**src/rtl/spi_sched_pkg.sv**
```systemverilog
// Shared types, defaults and the round-robin picker for the SPI transfer scheduler.
package spi_sched_pkg;

    typedef enum logic [1:0] {
        StIdle = 2'd0,
        StRun  = 2'd1,
        StGap  = 2'd2
    } state_e;

    localparam int unsigned DEF_DIV        = 8;
    localparam int unsigned DEF_GAP_PULSES = 2;
    localparam int unsigned DEF_TIMEOUT    = 64;

    // First set bit of req at or after ptr, wrapping modulo nreq (nreq <= 4).
    function automatic logic [1:0] rr_select(input logic [3:0] req, input logic [1:0] ptr,
                                             input int unsigned nreq);
        logic [1:0]  w_sel;
        logic        w_found;
        int unsigned w_idx;
        w_sel   = ptr;
        w_found = 1'b0;
        for (int unsigned i = 0; i < 4; i++) begin
            w_idx = ({30'd0, ptr} + i) % nreq;
            if (!w_found && (i < nreq) && req[w_idx[1:0]]) begin
                w_sel   = w_idx[1:0];
                w_found = 1'b1;
            end
        end
        return w_sel;
    endfunction

endpackage

```
**src/rtl/spi_clk_pulse_gen.sv**
```systemverilog
// Free-running divider producing a one-cycle SCLK strobe every DIV clocks.
module spi_clk_pulse_gen
    import spi_sched_pkg::*;
#(
    parameter int unsigned DIV = DEF_DIV
) (
    input  logic CTRL_CLK,
    input  logic RST,
    output logic SCLK_PULSE
);
    localparam int unsigned CW = $clog2(DIV);

    logic [CW-1:0] r_cnt;

    always_ff @(posedge CTRL_CLK) begin
        if (RST) begin
            r_cnt <= '0;
        end else if (r_cnt == CW'(DIV - 1)) begin
            r_cnt <= '0;
        end else begin
            r_cnt <= r_cnt + CW'(1);
        end
    end

    assign SCLK_PULSE = (r_cnt == CW'(DIV - 1));

endmodule

```
**src/rtl/spi_xfer_scheduler.sv**
```systemverilog
// Round-robin scheduler sharing one byte-serial SPI master between NREQ requesters,
// with per-byte timeout and chip-select gap between transfers.
module spi_xfer_scheduler
    import spi_sched_pkg::*;
#(
    parameter int unsigned NREQ       = 2,
    parameter int unsigned LW         = 4,
    parameter int unsigned DIV        = DEF_DIV,
    parameter int unsigned GAP_PULSES = DEF_GAP_PULSES,
    parameter int unsigned TIMEOUT    = DEF_TIMEOUT
) (
    input  logic               CTRL_CLK,
    input  logic               RST,
    input  logic [NREQ-1:0]    REQ,
    input  logic [NREQ*LW-1:0] REQ_LEN,
    input  logic [NREQ*8-1:0]  TX_DATA,
    output logic [NREQ-1:0]    GNT,
    output logic               TX_READY,
    output logic [7:0]         RX_DATA,
    output logic               RX_VALID,
    output logic               DONE,
    output logic               ERR,
    output logic               BUSY,
    output logic               SCLK_PULSE,
    output logic               SPI_EN_N,
    output logic [7:0]         SPI_TX_BYTE,
    input  logic [7:0]         SPI_RX_BYTE,
    input  logic [7:0]         SPI_PTR
);
    localparam int unsigned RW = LW + 1;
    localparam int unsigned TW = $clog2(TIMEOUT + 1);
    localparam int unsigned GW = $clog2(GAP_PULSES + 1);

    state_e          r_state, w_state_nxt;
    logic [NREQ-1:0] r_gnt, w_gnt_nxt;
    logic [1:0]      r_win, w_win_nxt, r_rr_ptr, w_rr_nxt, w_sel;
    logic [RW-1:0]   r_rem, w_rem_nxt, w_len_sel;
    logic [LW-1:0]   w_len_field;
    logic [7:0]      r_ptr_last, w_ptr_nxt, r_tx_byte, w_tx_nxt, r_rx_data, w_rx_nxt;
    logic            r_tx_ready, w_tx_ready_nxt, r_rx_valid, w_rx_valid_nxt;
    logic            r_done, w_done_nxt, r_err_pulse, w_err_pulse_nxt;
    logic            r_err, w_err_nxt, r_en_n, w_en_n_nxt;
    logic [TW-1:0]   r_to_cnt, w_to_nxt;
    logic [GW-1:0]   r_gap_cnt, w_gap_nxt;
    logic [3:0]      w_req4;
    logic            w_strobe;

    spi_clk_pulse_gen #(
        .DIV(DIV)
    ) u_pulse (
        .CTRL_CLK  (CTRL_CLK),
        .RST       (RST),
        .SCLK_PULSE(w_strobe)
    );

    always_comb begin
        w_req4           = '0;
        w_req4[NREQ-1:0] = REQ;
        w_sel            = rr_select(w_req4, r_rr_ptr, NREQ);
        w_len_field      = REQ_LEN[w_sel*LW +: LW];
        // A zero length field encodes the maximum, 2^LW bytes.
        w_len_sel = (w_len_field == '0) ? {1'b1, {LW{1'b0}}} : {1'b0, w_len_field};
    end

    always_comb begin
        w_state_nxt     = r_state;
        w_gnt_nxt       = r_gnt;
        w_win_nxt       = r_win;
        w_rr_nxt        = r_rr_ptr;
        w_rem_nxt       = r_rem;
        w_ptr_nxt       = r_ptr_last;
        w_tx_nxt        = r_tx_byte;
        w_rx_nxt        = r_rx_data;
        w_tx_ready_nxt  = 1'b0;
        w_rx_valid_nxt  = 1'b0;
        w_done_nxt      = 1'b0;
        w_err_pulse_nxt = 1'b0;
        w_err_nxt       = r_err;
        w_en_n_nxt      = 1'b1;
        w_to_nxt        = r_to_cnt;
        w_gap_nxt       = r_gap_cnt;
        unique case (r_state)
            StIdle: begin
                if (|REQ) begin
                    w_win_nxt      = w_sel;
                    w_gnt_nxt      = NREQ'(1) << w_sel;
                    w_rem_nxt      = w_len_sel;
                    w_tx_nxt       = TX_DATA[w_sel*8 +: 8];
                    w_tx_ready_nxt = 1'b1;
                    w_ptr_nxt      = SPI_PTR;
                    w_to_nxt       = '0;
                    w_err_nxt      = 1'b0;
                    w_state_nxt    = StRun;
                end
            end
            StRun: begin
                w_en_n_nxt = 1'b0;
                if (SPI_PTR != r_ptr_last) begin
                    w_rx_nxt       = SPI_RX_BYTE;
                    w_rx_valid_nxt = 1'b1;
                    w_ptr_nxt      = SPI_PTR;
                    w_rem_nxt      = r_rem - RW'(1);
                    w_to_nxt       = '0;
                    if (r_rem > RW'(1)) begin
                        w_tx_nxt       = TX_DATA[r_win*8 +: 8];
                        w_tx_ready_nxt = 1'b1;
                    end else begin
                        w_en_n_nxt  = 1'b1;
                        w_gap_nxt   = '0;
                        w_state_nxt = StGap;
                    end
                end else if (w_strobe) begin
                    if (r_to_cnt == TW'(TIMEOUT - 1)) begin
                        w_err_nxt   = 1'b1;
                        w_en_n_nxt  = 1'b1;
                        w_gap_nxt   = '0;
                        w_state_nxt = StGap;
                    end else begin
                        w_to_nxt = r_to_cnt + TW'(1);
                    end
                end
            end
            StGap: begin
                // DONE goes out with GNT still set; the grant is released one cycle later.
                if (r_done) begin
                    w_gnt_nxt   = '0;
                    w_rr_nxt    = (r_win == 2'(NREQ - 1)) ? 2'd0 : r_win + 2'd1;
                    w_err_nxt   = 1'b0;
                    w_state_nxt = StIdle;
                end else if (w_strobe) begin
                    if (r_gap_cnt == GW'(GAP_PULSES - 1)) begin
                        w_done_nxt      = 1'b1;
                        w_err_pulse_nxt = r_err;
                    end else begin
                        w_gap_nxt = r_gap_cnt + GW'(1);
                    end
                end
            end
            default: w_state_nxt = StIdle;
        endcase
    end

    always_ff @(posedge CTRL_CLK) begin
        if (RST) begin
            r_state     <= StIdle;
            r_gnt       <= '0;
            r_win       <= '0;
            r_rr_ptr    <= '0;
            r_rem       <= '0;
            r_ptr_last  <= '0;
            r_tx_byte   <= '0;
            r_rx_data   <= '0;
            r_tx_ready  <= 1'b0;
            r_rx_valid  <= 1'b0;
            r_done      <= 1'b0;
            r_err_pulse <= 1'b0;
            r_err       <= 1'b0;
            r_en_n      <= 1'b1;
            r_to_cnt    <= '0;
            r_gap_cnt   <= '0;
        end else begin
            r_state     <= w_state_nxt;
            r_gnt       <= w_gnt_nxt;
            r_win       <= w_win_nxt;
            r_rr_ptr    <= w_rr_nxt;
            r_rem       <= w_rem_nxt;
            r_ptr_last  <= w_ptr_nxt;
            r_tx_byte   <= w_tx_nxt;
            r_rx_data   <= w_rx_nxt;
            r_tx_ready  <= w_tx_ready_nxt;
            r_rx_valid  <= w_rx_valid_nxt;
            r_done      <= w_done_nxt;
            r_err_pulse <= w_err_pulse_nxt;
            r_err       <= w_err_nxt;
            r_en_n      <= w_en_n_nxt;
            r_to_cnt    <= w_to_nxt;
            r_gap_cnt   <= w_gap_nxt;
        end
    end

    assign GNT         = r_gnt;
    assign TX_READY    = r_tx_ready;
    assign RX_DATA     = r_rx_data;
    assign RX_VALID    = r_rx_valid;
    assign DONE        = r_done;
    assign ERR         = r_err_pulse;
    assign BUSY        = (r_state != StIdle);
    assign SCLK_PULSE  = w_strobe;
    assign SPI_EN_N    = r_en_n;
    assign SPI_TX_BYTE = r_tx_byte;

endmodule

```
**config.mk**
```make
export PLATFORM = sky130hd
export DESIGN_NAME = spi_xfer_scheduler
export DESIGN_NICKNAME = d
export VERILOG_FILES = /design/src/rtl/spi_sched_pkg.sv /design/src/rtl/spi_clk_pulse_gen.sv /design/src/rtl/spi_xfer_scheduler.sv
export SDC_FILE = /design/constraint.sdc
export NUM_CORES = 1
export LEC_CHECK = 0
export CELL_PAD_IN_SITES_DETAIL_PLACEMENT = 0
export CELL_PAD_IN_SITES_GLOBAL_PLACEMENT = 2
export CORE_MARGIN = 2
export CORE_UTILIZATION = 28
export DETAILED_ROUTE_END_ITERATION = 7
export MAX_ROUTING_LAYER = met4
export PLACE_DENSITY_LB_ADDON = 0.15
export SLEW_MARGIN = 5
export SYNTH_ARGS = -nofsm -noshare
export SYNTH_HDL_FRONTEND = slang
export SYNTH_HIERARCHICAL = 1
export SYNTH_SLANG_ARGS = --single-unit
```
**constraint.sdc**
```tcl
create_clock -name CTRL_CLK -period 2.3 [get_ports CTRL_CLK]
set_input_delay 0.345 -clock CTRL_CLK [delete_from_list [all_inputs] [get_ports CTRL_CLK]]
set_output_delay 0.345 -clock CTRL_CLK [all_outputs]
set_load 0.05 [all_outputs]
```
* Word-level counts from Yosys, hierarchy flattened
Index checks and enable logic that the tools add are counted.
** Operators by class
- Eq/ne operators :: 21
- Reduce and logical (&&, ||, !) cells :: 24
- $lt $le $gt $ge :: 3
- Mux-type cells :: 57
- Shifts and indexed selects :: 4
- Add/subtract/negate cells :: 6
- Bitwise operators :: 4
** Operators by type and width (count)
- $mux 8 :: 5
- $mux 2 :: 17
- $pmux 8 s2 :: 2
- $shiftx 16x6->8 :: 2
- $mux 7 :: 4
- $ne 2x2->1 const B :: 10
- $mux 1 :: 19
- $mux 5 :: 3
- $pmux 7 s2 :: 1
- $ne 3x3->1 const B :: 4
- $pmux 5 s2 :: 1
- $ne 8x8->1 :: 1
- $pmux 2 s2 :: 2
- $reduce_and 4->1 :: 2
- $reduce_bool 2->1 :: 4
- $shiftx 8x5->4 :: 1
- $add 7x1->7 const B :: 1
- $eq 7x6->1 const B :: 1
- $reduce_and 7->1 :: 1
- $eq 2x1->1 const B :: 3
- $lt 1x3->1 const B :: 2
- $pmux 2 s3 :: 1
- $reduce_and 2->1 :: 3
- $reduce_and 3->1 :: 2
- 21 further kinds :: 27
** Word-level totals
- Input bits :: 44
- Flip-flop bits (word level) :: 55

* Depth between registers and ports, before layout
Gate-level depths: netlist (run 1).
- Word-level depth :: 11
- Depth in mapped cells :: 8

* Modules after synthesis
Netlist (run 1), hierarchy kept.
** Modules (own cells, without submodules)
- spi_xfer_scheduler :: sequential area each 1041.0 µm², instances 1, area an instance 2581.2 µm², cells an instance 300
- spi_clk_pulse_gen :: sequential area each 60.1 µm², instances 1, area an instance 105.1 µm², cells an instance 8

* Least setup slack after synthesis (run 1)
No wires, ideal clock.
- Path kind :: register to register
- Start point :: reg u_pulse.r_cnt[0]
- End point :: reg r_to_cnt[3]
- Arrival :: 1.952 ns
- Period minus slack after synthesis :: 2.030 ns
- Stages on the path, launching flop included :: 8
- Buffers on the path :: 0
- Path slack :: 0.270 ns
- Data required time :: 2.222 ns
- Cells stage by stage :: dfxtp_1 > ha_1 > ha_1 > o31ai_1 > a41oi_2 > nand4_1 > xor2_1 > nor3_1
** Between the ends
- Cells in the longest elaborated chain, start to end :: 3
** RTL lines
- from (decl) :: RTL line spi_clk_pulse_gen.sv:13 : logic [CW-1:0] r_cnt;
- from (signal assigned) :: RTL line spi_clk_pulse_gen.sv:21 : r_cnt <= r_cnt + CW'(1);
- $eq 3x3->1 :: RTL line spi_clk_pulse_gen.sv:25 : assign SCLK_PULSE = (r_cnt == CW'(DIV - 1));
- named net SCLK_PULSE :: RTL line spi_xfer_scheduler.sv:24 : output logic SCLK_PULSE,
- $ne 3x3->1 (no line)
- $reduce_and 4->1 (no line)
- to (signal assigned) :: RTL line spi_xfer_scheduler.sv:176 : r_to_cnt <= w_to_nxt;
- to (decl) :: RTL line spi_xfer_scheduler.sv:43 : logic [TW-1:0] r_to_cnt, w_to_nxt;
The timed path passes the listed nets, and every way through them passes these cells.
A chain may end at the register's enable or synchronous reset.

* Worst setup path in the final report (run 1)
- Start point :: reg r_state[1]
- End point :: out BUSY
** Between the ends
- Cells in the longest elaborated chain, start to end :: 1
** RTL lines
- from (decl) :: RTL line spi_xfer_scheduler.sv:34 : state_e r_state, w_state_nxt;
- from (signal assigned) :: RTL line spi_xfer_scheduler.sv:145 : r_state <= StIdle;
- from (signal assigned) :: RTL line spi_xfer_scheduler.sv:162 : r_state <= w_state_nxt;
- $reduce_bool 2->1 :: RTL line spi_xfer_scheduler.sv:187 : assign BUSY = (r_state != StIdle);
- to (decl) :: RTL line spi_xfer_scheduler.sv:23 : output logic BUSY,
No other way between the ends.

==> summary.md, run 1 <==
| Metric | Value |
|---|---|
| Slew headroom | 64.7% |
| Via count | around 2400 |
| DR WL/cell | 13.0 um |
| Total GRT Usage | 14.1% |
| Crit path capture type | primary output |
| Worst Tran Pin Value | about 0.53 ns |
| Sequential share of power | ~36% |
| Top cell type's share of synthesized area | between 40% and 50% |
| Busiest grt layer | met2 |
| Register area share after synthesis | 41.0% |
| FP Rows | 35 |
| Synth cell types | 52 |
| Reg-to-reg setup timing slack | between 0.3 and 0.4 ns |
| Chip width | 102 um |
| Fmax | 465 MHz |
| NetSw | 0.00131 W |
| Postcts setup bufs | 0 |
| Hold Path Origin | u_pulse/r_cnt[0] |
| Clk pwr share | 17.1% |
| GR met2 Demand/Resource | 23.7% |
| Worst hold slack | 0.443 ns |
| Die height | 102 um |
| Cell taking the most area after synthesis | dfxtp_1 |
| Setup TNS | 0 ns |
| Startpoint types | register |
| DR iter-0 viols | 43 |
| Placed cells | 514 |
| PwrDens | roughly 880 nW/um2 |
| CTS H-tree depth | 2 |
| Clk_skew | 0.0106 ns |
| Grt ovf | 0 |
| Final worst-path cycle share | 93.4% |
| Number of max-cap violations | 0 |
| Clk slew on worst S/H paths | 0.10 ns |
| IO Pins | 69 |
| CTS root buffer | clkbuf_8 |
| RD Place Congestion | about 0.78 |
| Total nets after synthesis | 358 |
| PostCTS Resize Cnt | 0 |
| R2r startpoint | r_rr_ptr[0] |
| Core Area | 9280 um2 |
| Mapped Cells | 308 |
| Final nets | 442 |
| Largest net degree at the start of global routing | 27 |
| Worst min path class | register to register |
| Initial Util | 28.9% |
| Finished Layout Cells | approximately 520 |
| Static Leak | 1.51 nW |
| Place WS | -0.0942 ns |
| Cts bufs inserted | 5 |
| CP required | 1.96 ns |
| Cell Int Power | 0.00199 W |
| Slew Limit Fails | 0 |
| Layout area overhead | 40.2% |
| Vias in the first global route | around 2400 |
| Clock Tree Buf Depth | 2 |
| CP Class | register to primary output |
| CP Max Fanout | 8 |
| First-pass GRT wire length | 11300 um |
| Final setup margin | 0.151 ns |
| Synth Warn # | 6 |
| First-pass DRT Iterations | 4 |
| Final setup vio count | 0 |
| Number of enable flip-flop cells after synthesis | 0 |
| Placed cell area | approximately 3700 um2 |
| Post-cts hold buffer count | 0 |
| Synth async-reset ratio | 0% |
| DRC | 0 |
| Drt total wl | 6800 um |
| Layout cells sized above 1 | 12.0% |
| HPWL Detailed | 5010 um |
| Top cells by area, synth | dfxtp_1 (41%), a21oi_1 (5.4%), nand2_1 (4.9%) |
| Clock Latency Late Sink | 0.31 ns |
| Mean Syn Cell Area | 8.72 um2 |
| Antenna Nets Post-Route | 0 |
| RSZ-0062 raised after global routing | false |
| CP arrival | 1.80 ns |
| Post-route cell area | 3770 um2 |
| Post-synthesis register bit count | between 50 and 60 |
| Port Buffers | 68 |
| Diode count | 0 |
| Post-Syn Area | 2690 um2 |
| Combinational share of power | 46.5% |
| Final hold vios | 0 |
| Status | finished clean |
| GR Layer Usage met3 | 2.53% |
| Tmin final | 2.15 ns |
| Area of the die | 10400 um2 |
| Initial antenna violation count | 0 |
| Dominant synthesized flop cell | dfxtp_1 |
| Net Sw Frac | 39.6% |
| CTS tree | yes |
| Via density | 4.68 |
| Crit. Startpoint | r_state[1] |
| Clock tree sinks | 55 |
| Peak supply drop | 0.417 mV |
| Met1 Use GR | 17.2% |
## per-layer routing
metal / vias up / wire length, um / part of all wire, %
met5: - / 0 / 0
met4: 0 / 50 / 0.73
met3: 6 / 280 / 4.1
met2: 50 / 3180 / 47
li1: 1253 / - / -
met1: 1136 / 3300 / 48
## power groups by stage
stage | clock network [W] | logic [W] | registers (W)
finish | 0.000562 | 0.00153 | 0.00120
global route | 0.000636 | 0.00166 | 0.00122
CTS | 0.000590 | 0.00155 | 0.00120
detailed placement | 0 | 0.00154 | 0.00122
global placement | 0 | 0.00154 | 0.00122
floorplan | 0 | 0.000702 | 0.00148
## cells in the final DEF (no fill, tap or decap), types with 3 or more instances in the layout
master	n
inv_1	6
nand2_1	35
xor2_1	12
a21o_1	8
mux2i_1	9
o21ai_1	4
o31ai_1	3
clkbuf_8	6
a21oi_1	29
nor3b_1	16
a31oi_1	3
nand3_1	14
o21a_1	4
buf_12	3
buf_4	23
nor2_1	32
and2_1	3
ha_1	6
dfxtp_1	55
clkdlybuf4s50_1	66
nand3b_1	4
nor3_1	8
## Yosys cell counts (2+ instances only)
cell type  instances
mux2i_1            9
nand3b_1           4
clkbuf_1           8
a221oi_1           2
a221o_1            2
a22oi_1            2
dfxtp_1           55
buf_4              2
nor4_1             2
nor3_1             8
nor4_4             2
o21ai_1            4
a21oi_1           29
a21o_1             8
o31ai_1            3
nand4_1            2
o21a_1             4
inv_2              2
a31o_1             2
buf_2              6
or3b_1             2
inv_1              6
and2_1             3
nor2_1            32
nand3_1           14
nand2_1           35
nor3b_1           16
ha_1               6
a31oi_1            3
a211oi_1           2
xor2_1            12
## cells by family after synthesis
logic type,after synthesis,share of synthesized area (%)
AND/OR/NAND/NOR,129,25.4
AO/OA/AOI/OAI,70,18.1
flip-flops,55,41.0
buffers and inverters,24,3.91
XOR/XNOR,13,4.24
multiplexers,10,4.19
adder cells (fa/ha/maj),7,3.21
## registers in the layout, indices dropped and copies added, names as in the netlist, 2 cells and up
name	cells
r_state	2
RX_DATA	8
SPI_TX_BYTE	8
r_win	2
r_ptr_last	8
r_rem	5
r_rr_ptr	2
r_to_cnt	7
u_pulse/r_cnt	3
GNT	2
r_gap_cnt	2
## through the flow
stage | total power (W) | util, %
after global placement | 0.00277 | 39.5
after global routing | 0.00351 | 40.6
final | 0.00330 | 40.6
after detailed placement | 0.00277 | 39.5
after CTS | 0.00334 | 40.6
after floorplan | 0.00218 | -
## worst paths after layout
check	end	cells after the start
worst max-delay path	BUSY	3
worst min-delay path	u_pulse/r_cnt[0]	1
worst max register to register	r_rem[4]	5
worst min register to register	u_pulse/r_cnt[0]	1
## layout make-up
class	count	area (um2)
clock buffers	7	86.3
clock inverters	1	8.76
fillers	980	5520
inverters	8	30.0
multi-input cells	229	1480
flip-flops and latches	55	1100
well taps	129	161
repair buffers	93	898
## critical path, cell delays in order (launching register included)
cell and delay, ns:
dfxtp_1 0.49, nor2_1 0.12, inv_2 0.08, clkdlybuf4s50_1 0.80
Note: power is estimated with default switching activity, not from simulation.
==> run 2, diff against run 1 <==
==> constraint.sdc (replaced) <==
create_clock -name CTRL_CLK -period 2.3 [get_ports CTRL_CLK]
set_input_delay 0.46 -clock CTRL_CLK [delete_from_list [all_inputs] [get_ports CTRL_CLK]]
set_output_delay 0.46 -clock CTRL_CLK [all_outputs]
set_load 0.05 [all_outputs]
==> run 2 against run 1 <==
Sequential share of layout area shrank 0.30 points. Clock-buffer cell count shrank 2. Utilization increased by 0.42 points. Sequential cell count did not move. Die area did not move. Combinational power increased by 3%. Clock power rose by 0.7%. Cell area rose by 1.0%. Sequential power hardly changed. Non-clock buffer count up 6. Critical path depth increased by 4. Critical endpoint is now r_gap_cnt[1]. Largest cell class unchanged. Largest power group unchanged. Highest routed layer unchanged.
==> summary.md, run 2 (synthesis results as in run 1) <==
| Metric | Value |
|---|---|
| Status | finished clean |
| Layout area overhead | 41.6% |
| Slew headroom | 65.0% |
| CTS H-tree depth | 2 |
| Postcts setup bufs | 0 |
| Final worst-path cycle share | 90.7% |
| Startpoint types | input port |
| Fmax | 479 MHz |
| Layout cells sized above 1 | 13.8% |
| CTS root buffer | clkbuf_8 |
| Largest net degree at the start of global routing | 24 |
| CTS tree | yes |
| Crit path capture type | register |
| Die height | 102 um |
| Initial antenna violation count | 0 |
| Most common cell after layout, fill and taps aside | clkdlybuf4s50_1 |
| CP required | ~2.5 ns |
| RD Place Congestion | about 0.80 |
| Worst Tran Pin Value | around 0.52 ns |
| CP Max Fanout | 4 |
| RSZ-0062 raised after global routing | false |
| Initial Util | 28.9% |
| Diode count | 0 |
| Combinational share of power | a little under half |
| Post-cts hold buffer count | 0 |
| First-pass GRT wire length | 11500 um |
| Place WS | -0.163 ns |
| Via density | 4.61 |
| Final nets | 448 |
| Final hold vios | 0 |
| Number of max-cap violations | 0 |
| CP arrival | roughly 2.3 ns |
| Setup TNS | 0 ns |
| FP Rows | 35 |
| Clk_skew | 0.0130 ns |
| Net Sw Frac | roughly two fifths |
| Tmin final | 2.09 ns |
| Clock tree sinks | 55 |
| Chip width | 102 um |
| Final setup vio count | 0 |
| Clk pwr share | between 15 and 20% |
| Via count | 2434 |
| Placed cells | 520 |
| Slew Limit Fails | 0 |
| Peak supply drop | between 0.4 and 0.5 mV |
| Finished Layout Cells | 528 |
| NetSw | 0.00135 W |
| Static Leak | ~1.5 nW |
| PwrDens | 875 nW/um2 |
| First-pass DRT Iterations | 4 |
| DR WL/cell | 13.2 um |
| Area of the die | 10400 um2 |
| IO Pins | 69 |
| Port Buffers | 68 |
| Final setup margin | 0.213 ns |
| Drt total wl | 6950 um |
| Clock Latency Late Sink | 0.32 ns |
| Power Total | 0.00333 W |
| CP Class | input port to register |
| Cts bufs inserted | 5 |
| HPWL Detailed | 5180 um |
| Clk slew on worst S/H paths | 0.11 ns |
| Core Area | 9280 um2 |
| Vias in the first global route | 2392 |
| PostCTS Resize Cnt | 0 |
| Clock Tree Buf Depth | 2 |
| Total GRT Usage | 14.2% |
| Filler Cells Inserted | just over 1000 |
| DRC | 0 |
| Most frequent cells in the layout | clkdlybuf4s50_1 (65), dfxtp_1 (55), nand2_1 (35) |
| Grt ovf | 0 |
| Sequential share of power | 35.9% |
| Worst min path class | register to register |
| Antenna Nets Post-Route | 0 |
| DR iter-0 viols | 66 |
| Cell Int Power | between 0.0015 and 0.002 W |
-- run 2: worst paths after layout --
path,from,slack (ns),end,cells past startpoint
worst max-delay path,SPI_PTR[6],0.21,r_gap_cnt[1],7
worst min-delay path,u_pulse/r_cnt[0],0.43,u_pulse/r_cnt[0],1
worst max register to register,r_ptr_last[7],0.46,r_gap_cnt[1],6
worst min register to register,u_pulse/r_cnt[0],0.43,u_pulse/r_cnt[0],1
-- run 2: power groups by stage --
stage | combinational (W) | sequential (W) | clock (W)
2_1_floorplan | 0.000702 | 0.00148 | 0
3_3_place_gp | 0.00158 | 0.00122 | 0
3_5_place_dp | 0.00158 | 0.00122 | 0
4_1_cts | 0.00159 | 0.00120 | 0.000589
5_1_grt | 0.00171 | 0.00122 | 0.000622
6_report | 0.00157 | 0.00120 | 0.000566
-- run 2: critical path, cell delays in order --
cell             delay, ns
clkdlybuf4s50_1       0.45
xor2_1                0.19
nor4_4                0.37
nand2_1               0.18
mux2i_1               0.20
and2_1                0.19
a2111oi_0             0.26
-- run 2: cell type report --
| cell class | instances | area (um2) | area share [%] |
|---|---|---|---|
| multi-input cells | 229 | 1480 | 38.9 |
| flip-flops and latches | 55 | 1100 | 28.9 |
| repair buffers | 99 | 941 | 24.7 |
| well taps | 129 | 161 | 4.24 |
| clock buffers | 5 | 68.8 | 1.81 |
| inverters | 8 | 30.0 | 0.789 |
| clock inverters | 3 | 22.5 | 0.592 |
-- run 2: stage by stage --
| stage | utilization (%) | instance area, um2 | hold slack (ns) |
|---|---|---|---|
| CTS | 41.0 | 3800 | 0.436 |
| global route | 41.0 | 3800 | 0.482 |
| floorplan | - | 2690 | 0.396 |
| detailed placement | 40.0 | 3710 | 0.421 |
| finish | 41.0 | 3800 | 0.432 |
| global placement | 40.0 | 3710 | 0.410 |
-- run 2: layer usage --
metal	vias up	share of wire, %	global-route usage [%]
li1	1268	-	-
met4	0	0.68	3.38
met1	1109	47	17.8
met3	6	3.9	2.33
met2	51	48	24.0
met5	-	0	-
